`src/rtl/bp_update_scheduler.sv`:
```
// ============================================================================
// Module  : bp_update_scheduler
// Brief   : Arbitrates the gshare table port between fetch lookups and
//           FIFO-buffered commit updates, with hysteresis drain and starvation.
// Revision: 1.0 - initial release
// ============================================================================
`default_nettype none

module bp_update_scheduler #(
    parameter int DEPTH    = 8,
    parameter int HWM      = 6,
    parameter int LWM      = 2,
    parameter int MAX_WAIT = 15
) (
    input  logic                     clk,
    input  logic                     rst,
    input  logic                     cm0_valid,
    input  logic [31:0]              cm0_pc,
    input  logic                     cm0_taken,
    input  logic                     cm1_valid,
    input  logic [31:0]              cm1_pc,
    input  logic                     cm1_taken,
    output logic                     cm_ready,
    input  logic                     lookup_req,
    output logic                     lookup_grant,
    output logic                     upd_valid,
    output logic [31:0]              upd_pc,
    output logic                     upd_taken,
    output logic [$clog2(DEPTH):0]   fifo_count,
    output logic                     overflow_err
);

    localparam int c_AW = $clog2(DEPTH);
    localparam int c_CW = c_AW + 1;
    localparam int c_WW = $clog2(MAX_WAIT + 1);

    localparam logic [c_CW-1:0] c_READY_MAX = c_CW'(DEPTH - 2);
    localparam logic [c_CW-1:0] c_HWM       = c_CW'(HWM);
    localparam logic [c_CW-1:0] c_LWM       = c_CW'(LWM);
    localparam logic [c_WW-1:0] c_MAX_WAIT  = c_WW'(MAX_WAIT);

    localparam logic [0:0] c_S_NORMAL = 1'b0;
    localparam logic [0:0] c_S_DRAIN  = 1'b1;

    logic [31:0]      r_pc_mem [DEPTH];
    logic             r_tk_mem [DEPTH];
    logic [c_AW-1:0]  r_wr_ptr;
    logic [c_AW-1:0]  r_rd_ptr;
    logic [c_CW-1:0]  r_count;
    logic [c_WW-1:0]  r_wait;
    logic             r_ovf;
    logic [0:0]       r_state;

    logic [0:0]       w_state_nxt;
    logic             w_cm_ready;
    logic             w_enq0;
    logic             w_enq1;
    logic [1:0]       w_n_enq;
    logic [c_AW-1:0]  w_wr_ptr1;
    logic             w_empty;
    logic             w_starve;
    logic             w_grant;
    logic             w_upd_valid;
    logic             w_pop;
    logic [c_CW-1:0]  w_count_nxt;
    logic [c_WW-1:0]  w_wait_nxt;

    // Readiness is from registered count only, so a same-cycle pop never
    // creates a combinational path from the arbiter back to the commit stage.
    assign w_cm_ready = (r_count <= c_READY_MAX);
    assign w_enq0     = w_cm_ready & cm0_valid;
    assign w_enq1     = w_cm_ready & cm1_valid;
    assign w_n_enq    = {1'b0, w_enq0} + {1'b0, w_enq1};
    assign w_wr_ptr1  = r_wr_ptr + {{(c_AW-1){1'b0}}, w_enq0};

    assign w_empty    = (r_count == '0);
    assign w_starve   = (r_wait >= c_MAX_WAIT);
    assign w_pop      = w_upd_valid;

    assign w_count_nxt = r_count
                       + {{(c_CW-2){1'b0}}, w_n_enq}
                       - {{(c_CW-1){1'b0}}, w_pop};

    always_comb begin
        w_wait_nxt = r_wait;
        if (w_pop || w_empty) begin
            w_wait_nxt = '0;
        end else if (r_wait < c_MAX_WAIT) begin
            w_wait_nxt = r_wait + c_WW'(1);
        end
    end

    // Storage carries no reset; validity is tracked by the pointers and count.
    always_ff @(posedge clk) begin
        if (w_enq0) begin
            r_pc_mem[r_wr_ptr] <= cm0_pc;
            r_tk_mem[r_wr_ptr] <= cm0_taken;
        end
        if (w_enq1) begin
            r_pc_mem[w_wr_ptr1] <= cm1_pc;
            r_tk_mem[w_wr_ptr1] <= cm1_taken;
        end
    end

    always_ff @(posedge clk or posedge rst) begin
        if (rst) begin
            r_wr_ptr <= '0;
            r_rd_ptr <= '0;
            r_count  <= '0;
            r_wait   <= '0;
            r_ovf    <= 1'b0;
        end else begin
            r_wr_ptr <= r_wr_ptr + c_AW'(w_n_enq);
            if (w_pop) begin
                r_rd_ptr <= r_rd_ptr + c_AW'(1);
            end
            r_count <= w_count_nxt;
            r_wait  <= w_wait_nxt;
            if (!w_cm_ready && (cm0_valid || cm1_valid)) begin
                r_ovf <= 1'b1;
            end
        end
    end

    // State register
    always_ff @(posedge clk or posedge rst) begin
        if (rst) begin
            r_state <= c_S_NORMAL;
        end else begin
            r_state <= w_state_nxt;
        end
    end

    // Next-state: hysteresis evaluated on the post-update occupancy
    always_comb begin
        w_state_nxt = r_state;
        case (r_state)
            c_S_NORMAL: if (w_count_nxt >= c_HWM) w_state_nxt = c_S_DRAIN;
            c_S_DRAIN:  if (w_count_nxt <= c_LWM) w_state_nxt = c_S_NORMAL;
            default:    w_state_nxt = c_S_NORMAL;
        endcase
    end

    // Outputs: port ownership for the current cycle
    always_comb begin
        w_grant     = 1'b0;
        w_upd_valid = 1'b0;
        case (r_state)
            c_S_NORMAL: begin
                if (lookup_req && !w_starve) begin
                    w_grant = 1'b1;
                end else begin
                    w_upd_valid = !w_empty;
                end
            end
            c_S_DRAIN: begin
                w_upd_valid = !w_empty;
            end
            default: begin
                w_grant     = 1'b0;
                w_upd_valid = 1'b0;
            end
        endcase
    end

    assign cm_ready     = w_cm_ready;
    assign lookup_grant = w_grant;
    assign upd_valid    = w_upd_valid;
    assign upd_pc       = w_upd_valid ? r_pc_mem[r_rd_ptr] : 32'h0;
    assign upd_taken    = w_upd_valid ? r_tk_mem[r_rd_ptr] : 1'b0;
    assign fifo_count   = r_count;
    assign overflow_err = r_ovf;

endmodule

`default_nettype wire

```
`config.mk`:
```
export PLATFORM = sky130hd
export DESIGN_NAME = bp_update_scheduler
export DESIGN_NICKNAME = d
export VERILOG_FILES = /design/src/rtl/bp_update_scheduler.sv
export SDC_FILE = /design/constraint.sdc
export NUM_CORES = 1
export LEC_CHECK = 0
export BUFFER_PORTS_ARGS = -buffer_cell sky130_fd_sc_hd__buf_2
export CAP_MARGIN = 40
export CORE_MARGIN = 8
export CORE_UTILIZATION = 55
export DETAILED_ROUTE_END_ITERATION = 12
export PLACE_DENSITY_LB_ADDON = 0.2
export SLEW_MARGIN = 20
export SYNTH_ARGS = -nofsm -noshare
export SYNTH_HDL_FRONTEND = slang
export SYNTH_SLANG_ARGS = --single-unit
```
`constraint.sdc`:
```
create_clock -name clk -period 5.26 [get_ports clk]
set_input_delay 1.052 -clock clk [delete_from_list [all_inputs] [get_ports clk]]
set_output_delay 1.052 -clock clk [all_outputs]
set_load 0.005 [all_outputs]
```
## Yosys cells after proc, flatten, opt, wreduce, memory -nomap -nowiden

Memory sizes are Yosys's and may differ from the RTL's.
Index checks and enable logic that the tools add are counted.

- Register bits: 16
- Input port bits: 71
- Memories kept: 2
- Memory bits (writable): 264

- Reduce and logical (&&, ||, !) cells: 9
- Add/subtract/negate cells: 7
- Mux-type cells: 15
- Bitwise logic cells: 3
- $lt $le $gt $ge: 5

Memory list:

| memory | depth | bits a word | read ports | clocked after memory_dff | wr ports | line | RTL |
|---|---|---|---|---|---|---|---|
| r_pc_mem | 8 | 32 | 1 | 0 | 2 | 45 | `logic [31:0] r_pc_mem [DEPTH];` |
| r_tk_mem | 8 | 1 | 1 | 0 | 2 | 46 | `logic r_tk_mem [DEPTH];` |

Operators by type and width:

| cell | count |
|---|---|
| 32-bit 2-to-1 mux | 1 |
| 1-bit 2-to-1 mux | 10 |
| 4-bit 2-to-1 mux | 2 |
| 4-bit by 1-bit adder with 4-bit output (second input constant) | 1 |
| 4-bit by 2-bit adder with 4-bit output | 1 |
| 4-bit by 3-bit greater-or-equal comparator with 1-bit output (second input constant) | 1 |
| 4-bit greater-or-equal comparator (second input constant) | 1 |
| 4-bit by 2-bit less-or-equal comparator with 1-bit output (second input constant) | 1 |
| 4-bit by 3-bit less-or-equal comparator with 1-bit output (second input constant) | 1 |
| 4-bit logical NOT | 1 |
| 4-bit < comparator (second input constant) | 1 |
| 1-bit case mux with 2 select lines | 2 |
| 4-bit by 1-bit subtractor with 4-bit output | 1 |
| 3-bit by 1-bit adder with 3-bit output | 1 |
| 3-bit by 1-bit adder with 3-bit output (second input constant) | 1 |
| 3-bit by 2-bit adder with 3-bit output | 1 |
| 1-bit logical NOT | 3 |
| 1-bit by 1-bit adder with 2-bit output | 1 |
| 1-bit AND | 2 |
| 1-bit logical AND | 2 |
| 1-bit logical OR | 2 |
| 2-bit nonzero test | 1 |
| 1-bit NOT | 1 |

## Longest topological paths before layout

- Depth after elaboration: 9
- Gate-level depth with buffers: 19
- Gate-level depth less buffers: 18

## Worst setup path before layout

Ideal clock, no wire load.

- Kind: reg-to-reg
- Start: register r_count[3], in the netlist fifo_count[3]
- End: memory r_pc_mem[0][0] (enable)
- Data required time: 4745 ps
- Slack: 9 ps
- Stages on the path, launching flop included: 9
- Data arrival time: 4736 ps
- Clock period less this slack: 5251 ps
- Path through: dfrtp_1 inv_1 ha_1 nand2_1 mux2_4 buf_6 inv_2 nand2_1 o41ai_1

RTL lines:

| item | line | RTL |
|---|---|---|
| start: declaration | 49 | `logic [c_CW-1:0] r_count;` |
| start signal: assignment | 117 | `r_count <= w_count_nxt;` |
| end: declaration | 45 |  |

==> flow_metrics.env <==
export IMPL_status="completed"
export IMPL_grt_use_total=0.213
export IMPL_core_area_um2=26000
export IMPL_crit_path_max_fanout=34
export IMPL_grt_pass1_wl_mm=52.1
export IMPL_slew_violations=0
export IMPL_final_nets=1100
export IMPL_hp_class="flop to flop"
export IMPL_finalSetupTns_ps=0
export IMPL_dieArea_um2=31900
export IMPL_route_antenna_remaining_nets=0
export IMPL_leakagePower_nw=5.74
export IMPL_power_density_nw_per_um2=529
export IMPL_worst_setup_path_start_kind="flop"
export IMPL_start_util=0.559
export IMPL_yosysUniqueCellTypes=41
export IMPL_switching_share=0.342
export IMPL_place_hpwl_mm=20.9
export IMPL_combinationalPowerShare=0.403
export IMPL_yosysSeqAreaShare=0.573
export IMPL_cp_cell_sequence="inv_1 > ha_1 > nand2_1 > mux2_4 > inv_2 > nand2_1 > inv_1 > ha_1 > ha_1 > xor2_1 > nand2_1 > nor3b_4 > buf_4 > o21bai_4 > buf_16 > buf_16"
export IMPL_viasPerCell=6.14
export IMPL_startpoint="fifo_count[3]"
export IMPL_pre_cts_slack_ps=1070
export IMPL_synth_common_cells="edfxtp_1 (264), mux2_2 (231), nor2b_1 (68)"
export IMPL_io_buffers=111
export IMPL_drive_gt1_frac=0.478
export IMPL_max_slew_margin_rel=0.369
export IMPL_fin_crit_sh=0.782
export IMPL_syn_avg_cell_area_um2=16.1
export IMPL_reg2reg_from="fifo_count[3]"
export IMPL_wl_mm=33.7
export IMPL_clk_transition_reported_paths_ps=60
export IMPL_vias=8420
export IMPL_multi_input_area_um2=5860
export IMPL_min_from="r_wait[0]"
export IMPL_final_hold_viol_count=0
export IMPL_regArea_um2=8330
export IMPL_hold_ws_ps=473
export IMPL_pwr_share_clk=0.216
export IMPL_cts_tree="done"
export IMPL_root_buffer="clkbuf_16"
export IMPL_power_internal_mw=5.73
export IMPL_cts_resized=0
export IMPL_end_kind="flop"
export IMPL_path_class="flop to flop"
export IMPL_clock_sinks=280
export IMPL_netlist_area_um2=14500
export IMPL_seqPwrFrac=0.381
export IMPL_fin_util=0.634
export IMPL_ff2ff_path_depth=16
export IMPL_area_growth_syn_to_layout_pct=13.5
export IMPL_overflow=0
export IMPL_cts_post_setup_buffers_inserted=0
export IMPL_fin_skew_ps=7.36
export IMPL_layout_min_cycle_time_ps=4110
export IMPL_wl_per_cell_um=24.6
export IMPL_peakVddDrop_uv=400
export IMPL_worstHoldEndpoint="r_wait[0]"
export IMPL_switchingPower_mw=2.98
export IMPL_cts_buffers=29
export IMPL_worst_slack_ps=1150
export IMPL_num_rows=59
export IMPL_synth_top_area_share=0.546
export IMPL_clock_fmax_ghz=0.243
export IMPL_finalSetupViolations=0
export IMPL_drt_pass1_iterations=5
export IMPL_synth_top_cells_by_area="edfxtp_1 (55%), mux2_2 (18%), mux4_2 (5.1%)"
export IMPL_rsz0062_at_grt="false"
export IMPL_antenna_found_initial=2
export IMPL_syn_nets=988
export IMPL_synth_seq_cells=280
export IMPL_synth_cells=902
export IMPL_synth_edf_count=264
export IMPL_io_pins=112
export IMPL_synth_ff_type="edfxtp_1"
export IMPL_cts_htree_levels=1
export IMPL_grt_max_degree=59
export IMPL_slowest_stage="buf_4"
export IMPL_clock_latency_ps=540
export IMPL_rr_endpoint="r_pc_mem[6][19]"
export IMPL_r2r_slack_ps=1150
export IMPL_synth_most_common_cell="edfxtp_1"
export IMPL_place_congestion=0.776
export IMPL_drv_cap=0
export IMPL_tightest_slew_ps=922
export IMPL_critPathRequiredTime_ps=5510
export IMPL_first_iter_violations=653
export IMPL_critPathArrivalTime_ps=4360
export IMPL_holdPathStages=1
export IMPL_die_w_um=179
export IMPL_cpPeakStageDelay_ps=520
export IMPL_ys_warn_count=0
export IMPL_async_flop_share=0.0571
export IMPL_grt_pass1_vias=8601
export IMPL_drc_errors=0
export IMPL_ctsHoldBuffers=0
export IMPL_cts_buffer_depth=3
export IMPL_power_total_mw=8.72
export IMPL_fillers=1945
export IMPL_chipHeight_um=179
export IMPL_yosysTopAreaCell="edfxtp_1"
-- power groups by stage --
| stage | Combinational (mW) | Sequential, mW | Clock [mW] |
|---|---|---|---|
| floorplan | 2.36 | 3.27 | 0 |
| detailed placement | 3.52 | 3.36 | 0 |
| CTS | 3.54 | 3.32 | 1.92 |
| finish | 3.51 | 3.32 | 1.88 |
| global placement | 3.28 | 3.43 | 0 |
| global route | 3.82 | 3.36 | 2.00 |
-- flip-flops by register name (all words and copies together), names as in the netlist --
name          cells
overflow_err      1
r_pc_mem        256
r_rd_ptr          3
r_state           1
fifo_count        4
r_wait            4
r_tk_mem          8
r_wr_ptr          3
-- area by class of cell --
| type | count | area share |
|---|---|---|
| inverter | 18 | 0.00410 |
| multi-input combinational | 544 | 0.355 |
| tap | 335 | 0.0254 |
| timing repair buffer | 141 | 0.0573 |
| antenna | 2 | 0.000304 |
| clock inverter | 17 | 0.00668 |
| clock buffer | 34 | 0.0452 |
| sequential | 280 | 0.506 |
-- worst max-delay path, delay by kind of cell (launching register included) --
kind,cells,cell delay [ps]
XOR/XNOR,1,320
buffers and inverters,6,1230
multiplexers,1,400
AND/OR/NAND/NOR,4,600
AO/OA/AOI/OAI,1,360
flip-flops,1,360
adder cells (fa/ha/maj),3,510
-- worst max-delay path by stage --
stage	end	slack [ps]	depth (start not counted)
floorplan	r_pc_mem[0][0]	9	8
global placement	r_state	1200	14
detailed placement	r_state	1070	14
CTS	r_pc_mem[6][22]	1130	16
global route	r_pc_mem[6][21]	920	16
finish	r_pc_mem[6][19]	1150	16
-- stage by stage --
step           std cells  area [um2]
4_1_cts             1366       16400
2_1_floorplan        902       14500
3_3_place_gp        1308       15400
6_report            1371       16500
3_5_place_dp        1315       15600
5_1_grt             1371       16500
-- logic make-up (layout without fill, tap and decap cells) --
logic type / count (synthesis) / count (layout) / share of synthesized area
DFF: 280 / 280 / 0.573
AOI/OAI and AO/OA: 79 / 79 / 0.0438
other: 0 / 2 / 0
muxes: 332 / 332 / 0.288
and+or+nand+nor: 109 / 109 / 0.0477
buffers and inverters: 78 / 210 / 0.0283
adders and majority gates: 15 / 15 / 0.0140
xor gates and xnor gates: 9 / 9 / 0.00543
-- cells in the final DEF, fill, tap and decap left out, drive strengths merged, types with 3 or more instances in the layout --
| master | netlist | layout |
|---|---|---|
| o21bai | 4 | 4 |
| nand2 | 10 | 10 |
| nor2 | 13 | 13 |
| ha | 13 | 13 |
| nor2b | 68 | 68 |
| edfxtp | 264 | 264 |
| mux4 | 33 | 33 |
| buf | 38 | 141 |
| nand3 | 6 | 6 |
| xnor2 | 5 | 5 |
| mux2 | 266 | 266 |
| clkbuf | 22 | 34 |
| xor2 | 4 | 4 |
| clkinv | 0 | 13 |
| inv | 18 | 19 |
| a31o | 3 | 3 |
| a2111oi | 33 | 33 |
| mux2i | 33 | 33 |
| a211oi | 33 | 33 |
| dfrtp | 16 | 16 |
-- layer usage --
metal / wire (um) / part of all wire / track usage
met3: 1650 / 0.049 / 0.0298
met5: 0 / 0 / 0
met2: 16600 / 0.49 / 0.354
met4: 725 / 0.022 / 0.0541
met1: 14700 / 0.44 / 0.292
(Power assumes the default switching activity.)
